<file path="config.mk">
export PLATFORM = sky130hd
export DESIGN_NAME = fetch_stage
export DESIGN_NICKNAME = d
export VERILOG_FILES = /design/src/rtl/pipeline_pkg.sv /design/src/rtl/fetch_stage_if_id_reg.sv /design/src/rtl/fetch_stage.sv
export SDC_FILE = /design/constraint.sdc
export NUM_CORES = 1
export LEC_CHECK = 0
export BUFFER_PORTS_ARGS = -buffer_cell sky130_fd_sc_hd__buf_2
export CAP_MARGIN = 30
export CORE_MARGIN = 10
export CORE_UTILIZATION = 48
export DETAILED_ROUTE_END_ITERATION = 6
export HOLD_SLACK_MARGIN = 0.15
export PLACE_DENSITY = 0.79
export SLEW_MARGIN = 20
export SYNTH_ARGS = -nofsm -noshare
export SYNTH_HDL_FRONTEND = slang
export SYNTH_SLANG_ARGS = --single-unit
</file>
<file path="constraint.sdc">
create_clock -name clk -period 2 [get_ports clk]
set_input_delay 0.1 -clock clk [delete_from_list [all_inputs] [get_ports clk]]
set_output_delay 0.1 -clock clk [all_outputs]
set_load 0.1 [all_outputs]
</file>
<file path="src/rtl/pipeline_pkg.sv">
// Shared pipeline constants and types used by fetch and decode.
package pipeline_pkg;

  localparam int unsigned ADDR_W  = 16;
  localparam int unsigned INSTR_W = 16;

  localparam logic [INSTR_W-1:0] NOP_INSTR = 16'h0000;
  localparam logic [3:0]         HALT_OP   = 4'hF;

  localparam int unsigned OPC_HI = 15;
  localparam int unsigned OPC_LO = 12;

  typedef enum logic {
    ST_RUN    = 1'b0,
    ST_HALTED = 1'b1
  } fetch_state_e;

  function automatic logic [3:0] opcode_of(input logic [INSTR_W-1:0] instr);
    return instr[OPC_HI:OPC_LO];
  endfunction

endpackage

</file>
<file path="src/rtl/fetch_stage_if_id_reg.sv">
// IF/ID pipeline register: load, hold or flush to a bubble, with a valid bit.
module if_id_reg
  import pipeline_pkg::*;
#(
  parameter int unsigned ADDR_W  = pipeline_pkg::ADDR_W,
  parameter int unsigned INSTR_W = pipeline_pkg::INSTR_W
) (
  input  logic               i_clk,
  input  logic               i_rst_n,
  input  logic               i_flush,
  input  logic               i_load,
  input  logic [INSTR_W-1:0] i_instr,
  input  logic [ADDR_W-1:0]  i_pc_plus2,
  output logic [INSTR_W-1:0] o_instr,
  output logic [ADDR_W-1:0]  o_pc_plus2,
  output logic               o_valid
);

  logic [INSTR_W-1:0] r_instr;
  logic [ADDR_W-1:0]  r_pc_plus2;
  logic               r_valid;

  // Flush leaves pc_plus2 untouched; it is meaningless while valid is low.
  always_ff @(posedge i_clk) begin
    if (!i_rst_n) begin
      r_instr    <= '0;
      r_pc_plus2 <= '0;
      r_valid    <= 1'b0;
    end else if (i_flush) begin
      r_instr    <= INSTR_W'(NOP_INSTR);
      r_valid    <= 1'b0;
    end else if (i_load) begin
      r_instr    <= i_instr;
      r_pc_plus2 <= i_pc_plus2;
      r_valid    <= 1'b1;
    end
  end

  assign o_instr    = r_instr;
  assign o_pc_plus2 = r_pc_plus2;
  assign o_valid    = r_valid;

endmodule

</file>
<file path="src/rtl/fetch_stage.sv">
// IF stage: owns the PC, next-PC selection and the RUN/HALTED fetch FSM.
module fetch_stage
  import pipeline_pkg::*;
#(
  parameter int unsigned       ADDR_W   = pipeline_pkg::ADDR_W,
  parameter int unsigned       INSTR_W  = pipeline_pkg::INSTR_W,
  parameter logic [ADDR_W-1:0] RESET_PC = '0,
  parameter logic [3:0]        HALT_OP  = pipeline_pkg::HALT_OP
) (
  input  logic               clk,
  input  logic               rst,
  input  logic               stall,
  input  logic               branch_taken,
  input  logic [ADDR_W-1:0]  branch_target,
  input  logic [INSTR_W-1:0] imem_instr,
  output logic [ADDR_W-1:0]  pc,
  output logic [INSTR_W-1:0] if_id_instr,
  output logic [ADDR_W-1:0]  if_id_pc_plus2,
  output logic               if_id_valid,
  output logic               halted
);

  fetch_state_e      r_state, w_next_state;
  logic [ADDR_W-1:0] r_pc, w_next_pc, w_pc_plus2;
  logic              w_load, w_flush;

  assign w_pc_plus2 = r_pc + ADDR_W'(2);

  always_ff @(posedge clk) begin
    if (!rst) begin
      r_state <= ST_RUN;
      r_pc    <= RESET_PC;
    end else begin
      r_state <= w_next_state;
      r_pc    <= w_next_pc;
    end
  end

  // Priority: branch redirect > stall > normal fetch.
  always_comb begin
    w_next_state = r_state;
    w_next_pc    = r_pc;
    w_load       = 1'b0;
    w_flush      = 1'b0;
    if (branch_taken) begin
      w_next_pc    = {branch_target[ADDR_W-1:1], 1'b0};
      w_flush      = 1'b1;
      w_next_state = ST_RUN;
    end else if (!stall) begin
      case (r_state)
        ST_RUN: begin
          w_load = 1'b1;
          if (imem_instr[INSTR_W-1 -: 4] == HALT_OP) begin
            w_next_state = ST_HALTED;
          end else begin
            w_next_pc = w_pc_plus2;
          end
        end
        ST_HALTED: w_flush = 1'b1;
        default:   w_next_state = ST_RUN;
      endcase
    end
  end

  if_id_reg #(
    .ADDR_W (ADDR_W),
    .INSTR_W(INSTR_W)
  ) u_if_id (
    .i_clk     (clk),
    .i_rst_n   (rst),
    .i_flush   (w_flush),
    .i_load    (w_load),
    .i_instr   (imem_instr),
    .i_pc_plus2(w_pc_plus2),
    .o_instr   (if_id_instr),
    .o_pc_plus2(if_id_pc_plus2),
    .o_valid   (if_id_valid)
  );

  assign pc     = r_pc;
  assign halted = (r_state == ST_HALTED);

endmodule

</file>
==> results_dict.tcl, run 1 <==
set metrics [dict create \
    setup_viol 0 \
    vias_per_cell 5.290 \
    post-cts-setup-buffer-count 0 \
    end_kind "flip-flop" \
    ctsResizeCount 0 \
    clock_sinks 48 \
    num_antenna_cells 0 \
    place_inst 388 \
    criticalPathCategory "reg2reg" \
    cts_buffer_depth 2 \
    hold_path.class "in2reg" \
    synth_edf_count 0 \
    cts_buffers 5 \
    ant_nets 0 \
    hpwl_um 4546 \
    area_growth_pct 38.19 \
    dieArea_um2 7616 \
    vdd_drop_max_uv 555.9 \
    synth_area_um2 2172 \
    routed_wl_um 6486 \
    finalInstanceArea_um2 3002 \
    seq_area_frac_synth 0.4424 \
    crit_end "pc[15]" \
    startpoint "pc[1]" \
    gp_congestion 0.8665 \
    holdWs_ps 174.3 \
    post-route-drc-count 0 \
    htreeDepth 2 \
    r2r_start "pc[1]" \
    ys_ff_latch 48 \
    final.period_utilization 0.9370 \
    reg2reg_slack_ps 130 \
    cts_tree "built" \
    grt_pass1_wl_um 10770 \
    clk_pin_slew_worst_paths_ps 90 \
    final_cells 424 \
    fmax_mhz 533.6 \
    avgSynthCellArea_um2 8.105 \
    start_util 0.4989 \
    fin_nets 408 \
    ys_types 41 \
    clkLatencyLatePin_ps 300 \
    die_h_um 87.27 \
    numPortBuffers 82 \
    rr_endpoint "pc[15]" \
    reg2regPathDepth 5 \
    grt_usage 0.1712 \
    syn_inst 268 \
    status "complete, no violations" \
    skew_ps 3.475 \
    die_width_um 87.27 \
    ioPinCount 86 \
    wl_per_cell_um 15.30 \
    root_buffer "clkbuf_8" \
    finalCriticalPeriod_ps 1874 \
    cp_max_fo 7 \
    worst_pin_slew_ps 746.8 \
    setup_tns_ps 0 \
    rsz0062_at_grt "false" \
    grt_antenna_before_repair 0 \
    vias 2243 \
    maxCapViolCount 0 \
    finalHoldViolations 0 \
    fp-row-count 24 \
    grt.overflow.total 0 \
    ys.flop_type "dfxtp_1" \
    ys_warn_count 0 \
    cp.required_ps 2200 \
    async_flop_share 0 \
    drive_gt1_frac 0.3091 \
    maxSlewViolCount 0 \
    grt_start_max_net_pins 31 \
    start_kind "flip-flop" \
    firstDrtPassIters 4 \
    slew_headroom 0.5021 \
    arrival_ps 2070 \
    p_leak_nw 1.299 \
    powerDensity_nw_per_um2 783.8 \
    dpl_cell_area_um2 2619 \
    drtIter0Drc 132 \
    core_um2 4354 \
    first_global_vias 2239 \
]
==> cells in the final DEF (no fill, tap or decap), types with 3 or more instances in the layout <==
cell type / Yosys / final
buf_2: 4 / 82
nand2_1: 48 / 48
a21oi_1: 36 / 36
dfxtp_1: 48 / 35
dlygate4sd3_1: 0 / 28
o21ai_0: 14 / 14
nor2_1: 13 / 13
dfxtp_2: 0 / 11
xnor2_1: 10 / 10
inv_1: 8 / 8
nand3_1: 8 / 8
and2_1: 6 / 6
buf_4: 4 / 6
nand4_1: 5 / 5
xor2_1: 5 / 5
nor3_1: 5 / 5
clkbuf_8: 0 / 5
o31a_1: 4 / 4
and3_1: 4 / 4
a22oi_1: 3 / 3
a311oi_1: 3 / 3
==> per-layer routing <==
metal	wire length (µm)	part of all wire	vias up	GRT usage
met5	0	0	-	0
met1	2929	0.45	1022	0.2170
met3	563	0.087	8	0.05712
met4	80	0.012	0	0.04638
li1	-	-	1123	-
met2	2912	0.45	90	0.2698
==> metrics by stage <==
step	worst slack, ps	utilization	power, W
after floorplan	6.795	-	0.001570
after CTS	156.8	0.6894	0.002366
after global placement	218.0	0.5997	0.001681
after global routing	28.25	0.6894	0.002441
after detailed placement	168.0	0.6014	0.001689
final	126.0	0.6894	0.002353
==> state kept, by name (all words and copies together), names as in the netlist <==
| signal | flops |
|---|---|
| pc | 15 |
| u_if_id.o_pc_plus2 | 15 |
| u_if_id.o_instr | 16 |
| halted | 1 |
| u_if_id.o_valid | 1 |
==> cells in the mapped netlist, drive strengths merged (2+ instances only) <==
cell type	instances	area share
nor3	6	0.019
nor4	2	0.012
nand3	8	0.018
a31oi	2	0.0058
a22oi	3	0.010
a211oi	2	0.0069
nor2	13	0.022
a21oi	36	0.083
nand2	48	0.083
o22ai	2	0.0058
xnor2	10	0.040
and3	4	0.012
dfxtp	48	0.44
buf	8	0.023
or3	3	0.011
xor2	5	0.020
nand4	6	0.020
and2	6	0.017
a311oi	3	0.012
clkbuf	13	0.022
inv	8	0.014
or2	2	0.0058
o31a	4	0.016
o21ai	15	0.035
==> power by group <==
group          switching (W)  total [W]  leakage, nW  internal, W
Clock               0.000321   0.000642       0.0534     0.000321
Combinational       0.000502   0.000657        0.847     0.000155
Sequential         0.0000488    0.00105        0.398      0.00101
Total               0.000871    0.00235         1.30      0.00148
==> how the worst min path moves through the flow <==
stage,to,depth (start not counted),slack (ps),startpoint
6_report,pc[6],4,170,branch_target[6]
5_1_grt,pc[6],4,180,branch_target[6]
4_1_cts,pc[6],4,160,branch_target[6]
3_5_place_dp,u_if_id.o_instr[7],3,350,imem_instr[7]
3_3_place_gp,pc[8],3,340,branch_target[8]
2_1_floorplan,pc[1],2,230,branch_target[1]
==> final cells by class <==
class	instances	area [µm²]
Sequential cell	48	982.2
Inverter	8	30.03
Clock buffer	7	97.59
Multi-Input combinational cell	192	1086
Tap cell	52	65.06
Fill cell	349	1353
Timing Repair Buffer	116	735.7
Clock inverter	1	5.005
==> kinds of logic after synthesis <==
| family | Yosys count | share of synthesized area |
|---|---|---|
| xor+xnor | 15 | 0.06048 |
| buf+inv | 29 | 0.05933 |
| mux | 2 | 0.009792 |
| other cells | 1 | 0.001726 |
| compound gates | 71 | 0.1907 |
| fa+ha+maj | 1 | 0.005759 |
| flops | 48 | 0.4424 |
| simple gates | 101 | 0.2298 |
==> critical path, stage by stage, from the launching register on <==
cell,delay [ps]
dfxtp_4,400
ha_1,270
nand4_1,240
nor4_2,450
a311oi_1,150
o31a_1,260
==> timing repair <==
| item | in CTS | in global routing |
|---|---|---|
| hold endpoints to repair | 27 | 0 |
| setup endpoints to repair | 0 | 0 |
| hold buffers | 28 | 0 |
No activity file was read; power rests on OpenSTA's default activity.
==> run 2, diff against run 1 <==
--- a/config.mk
+++ b/config.mk
@@ -5,7 +5,7 @@
 export SDC_FILE = /design/constraint.sdc
 export NUM_CORES = 1
 export LEC_CHECK = 0
-export BUFFER_PORTS_ARGS = -buffer_cell sky130_fd_sc_hd__buf_2
+export BUFFER_PORTS_ARGS = -buffer_cell sky130_fd_sc_hd__clkbuf_2
 export CAP_MARGIN = 30
 export CORE_MARGIN = 10
 export CORE_UTILIZATION = 48
==> run 2 against run 1 <==
Sequential power barely moved. Critical path type unchanged. Power fell by 1.8%. Utilization is 0.40 points lower. Non-clock buffer count unchanged. Via count is 1.0% lower. Global-route usage rose by 0.28 points.
==> results_dict.tcl, run 2 (same netlist as run 1, synthesis figures left out) <==
set metrics [dict create \
    status "complete, no violations" \
    cts_buffers 5 \
    fp-row-count 24 \
    post-route-drc-count 0 \
    final_common_cell "clkbuf_2" \
    drive_gt1_frac 0.3199 \
    ioPinCount 86 \
    grt_pass1_wl_um 10900 \
    layout_common_cells "82 x clkbuf_2, 48 x nand2_1, 36 x a21oi_1" \
    gp_congestion 0.8511 \
    cts_buffer_depth 2 \
    dieArea_um2 7616 \
    wl_per_cell_um 15.58 \
    arrival_ps 2040 \
    clkLatencyLatePin_ps 300 \
    firstDrtPassIters 4 \
    fill_cells 369 \
    vias 2220 \
    skew_ps 2.288 \
    maxSlewViolCount 0 \
    start_kind "flip-flop" \
    die_h_um 87.27 \
    finalHoldViolations 0 \
    ctsResizeCount 0 \
    place_ws_ps 171.1 \
    hold_path.class "in2reg" \
    ant_nets 0 \
    fin_nets 408 \
    post-cts-setup-buffer-count 0 \
    drtIter0Drc 91 \
    powerDensity_nw_per_um2 774.0 \
    largest_reg_flops 16 \
    fmax_mhz 543.9 \
    vdd_drop_max_uv 417.8 \
    start_util 0.4989 \
    htreeDepth 2 \
    finalCriticalPeriod_ps 1839 \
    min_path_cells 3 \
    p_leak_nw 1.274 \
    root_buffer "clkbuf_8" \
    hpwl_um 4692 \
    criticalPathCategory "reg2reg" \
    die_width_um 87.27 \
    first_global_vias 2225 \
    area_growth_pct 37.38 \
    cts_tree "built" \
    num_antenna_cells 0 \
    worst_pin_slew_ps 691.0 \
    numPortBuffers 82 \
    cts_hold_buffers 25 \
    slew_headroom 0.5394 \
    clock_sinks 48 \
    vias_per_cell 5.236 \
    rsz0062_at_grt "false" \
    setup_tns_ps 0 \
    reg2regPathDepth 5 \
    routed_wl_um 6604 \
    grt_antenna_before_repair 0 \
    post-route-worst-setup-slack_ps 161.5 \
    grt.overflow.total 0 \
    clk_pin_slew_worst_paths_ps 90 \
    grt_start_max_net_pins 29 \
    setup_viol 0 \
    cp_max_fo 7 \
    maxCapViolCount 0 \
    cp.required_ps 2200 \
    core_um2 4354 \
    final.period_utilization 0.9193 \
    total_power_w 0.002310 \
    grt_usage 0.1740 \
    end_kind "flip-flop" \
]
run 2: changes by cell type in the layout (fill, tap and decap cells not counted):
cell	change
clkbuf_1	-1
clkinv_2	+1
buf_4	+3
dlygate4sd3_1	-3
clkbuf_2	+82
clkbuf_8	+1
clkbuf_16	-1
buf_2	-82
run 2: cell type report:
class	count	area [µm²]	share of cell area
clock buffer	6	82.58	0.02767
timing repair buffer	116	728.2	0.2440
multi-input combinational	192	1086	0.3639
sequential	48	982.2	0.3291
tap	52	65.06	0.02180
inverter	8	30.03	0.01006
clock inverter	2	10.01	0.003354
run 2: power breakdown:
| part | leakage, nW | internal (W) | switching (W) | total (W) |
|---|---|---|---|---|
| Clock | 0.0510 | 0.000276 | 0.000320 | 0.000597 |
| Combinational | 0.825 | 0.000154 | 0.000504 | 0.000658 |
| Sequential | 0.398 | 0.00101 | 0.0000495 | 0.00105 |
run 2: worst paths after layout:
kind         slack (ps)                 end               start
min                 150               pc[9]    branch_target[9]
min reg2reg         460  u_if_id.o_instr[6]  u_if_id.o_instr[6]
max reg2reg         160              pc[15]               pc[1]
max                 160              pc[15]               pc[1]
run 2: through the flow:
stage	std cells	hold slack (ps)	instance area, µm²	util
3_3_place_gp	390	326.3	2634	0.6049
2_1_floorplan	269	234.4	2197	-
5_1_grt	424	166.0	2984	0.6853
4_1_cts	424	155.1	2984	0.6853
6_report	424	150.0	2984	0.6853
3_5_place_dp	391	330.5	2641	0.6066
run 2: worst max-delay path: stages (launching register included):
cell	delay, ps
dfxtp_4	390
ha_1	250
nand4_1	230
nor4_2	450
a311oi_1	150
o31a_1	250
run 2: layer usage:
layer,GRT usage,vias up,part of all wire
met5,0,-,0
met4,0.03623,0,0.0056
met3,0.05993,4,0.10
met2,0.2870,96,0.46
met1,0.2131,991,0.43
li1,-,1129,-
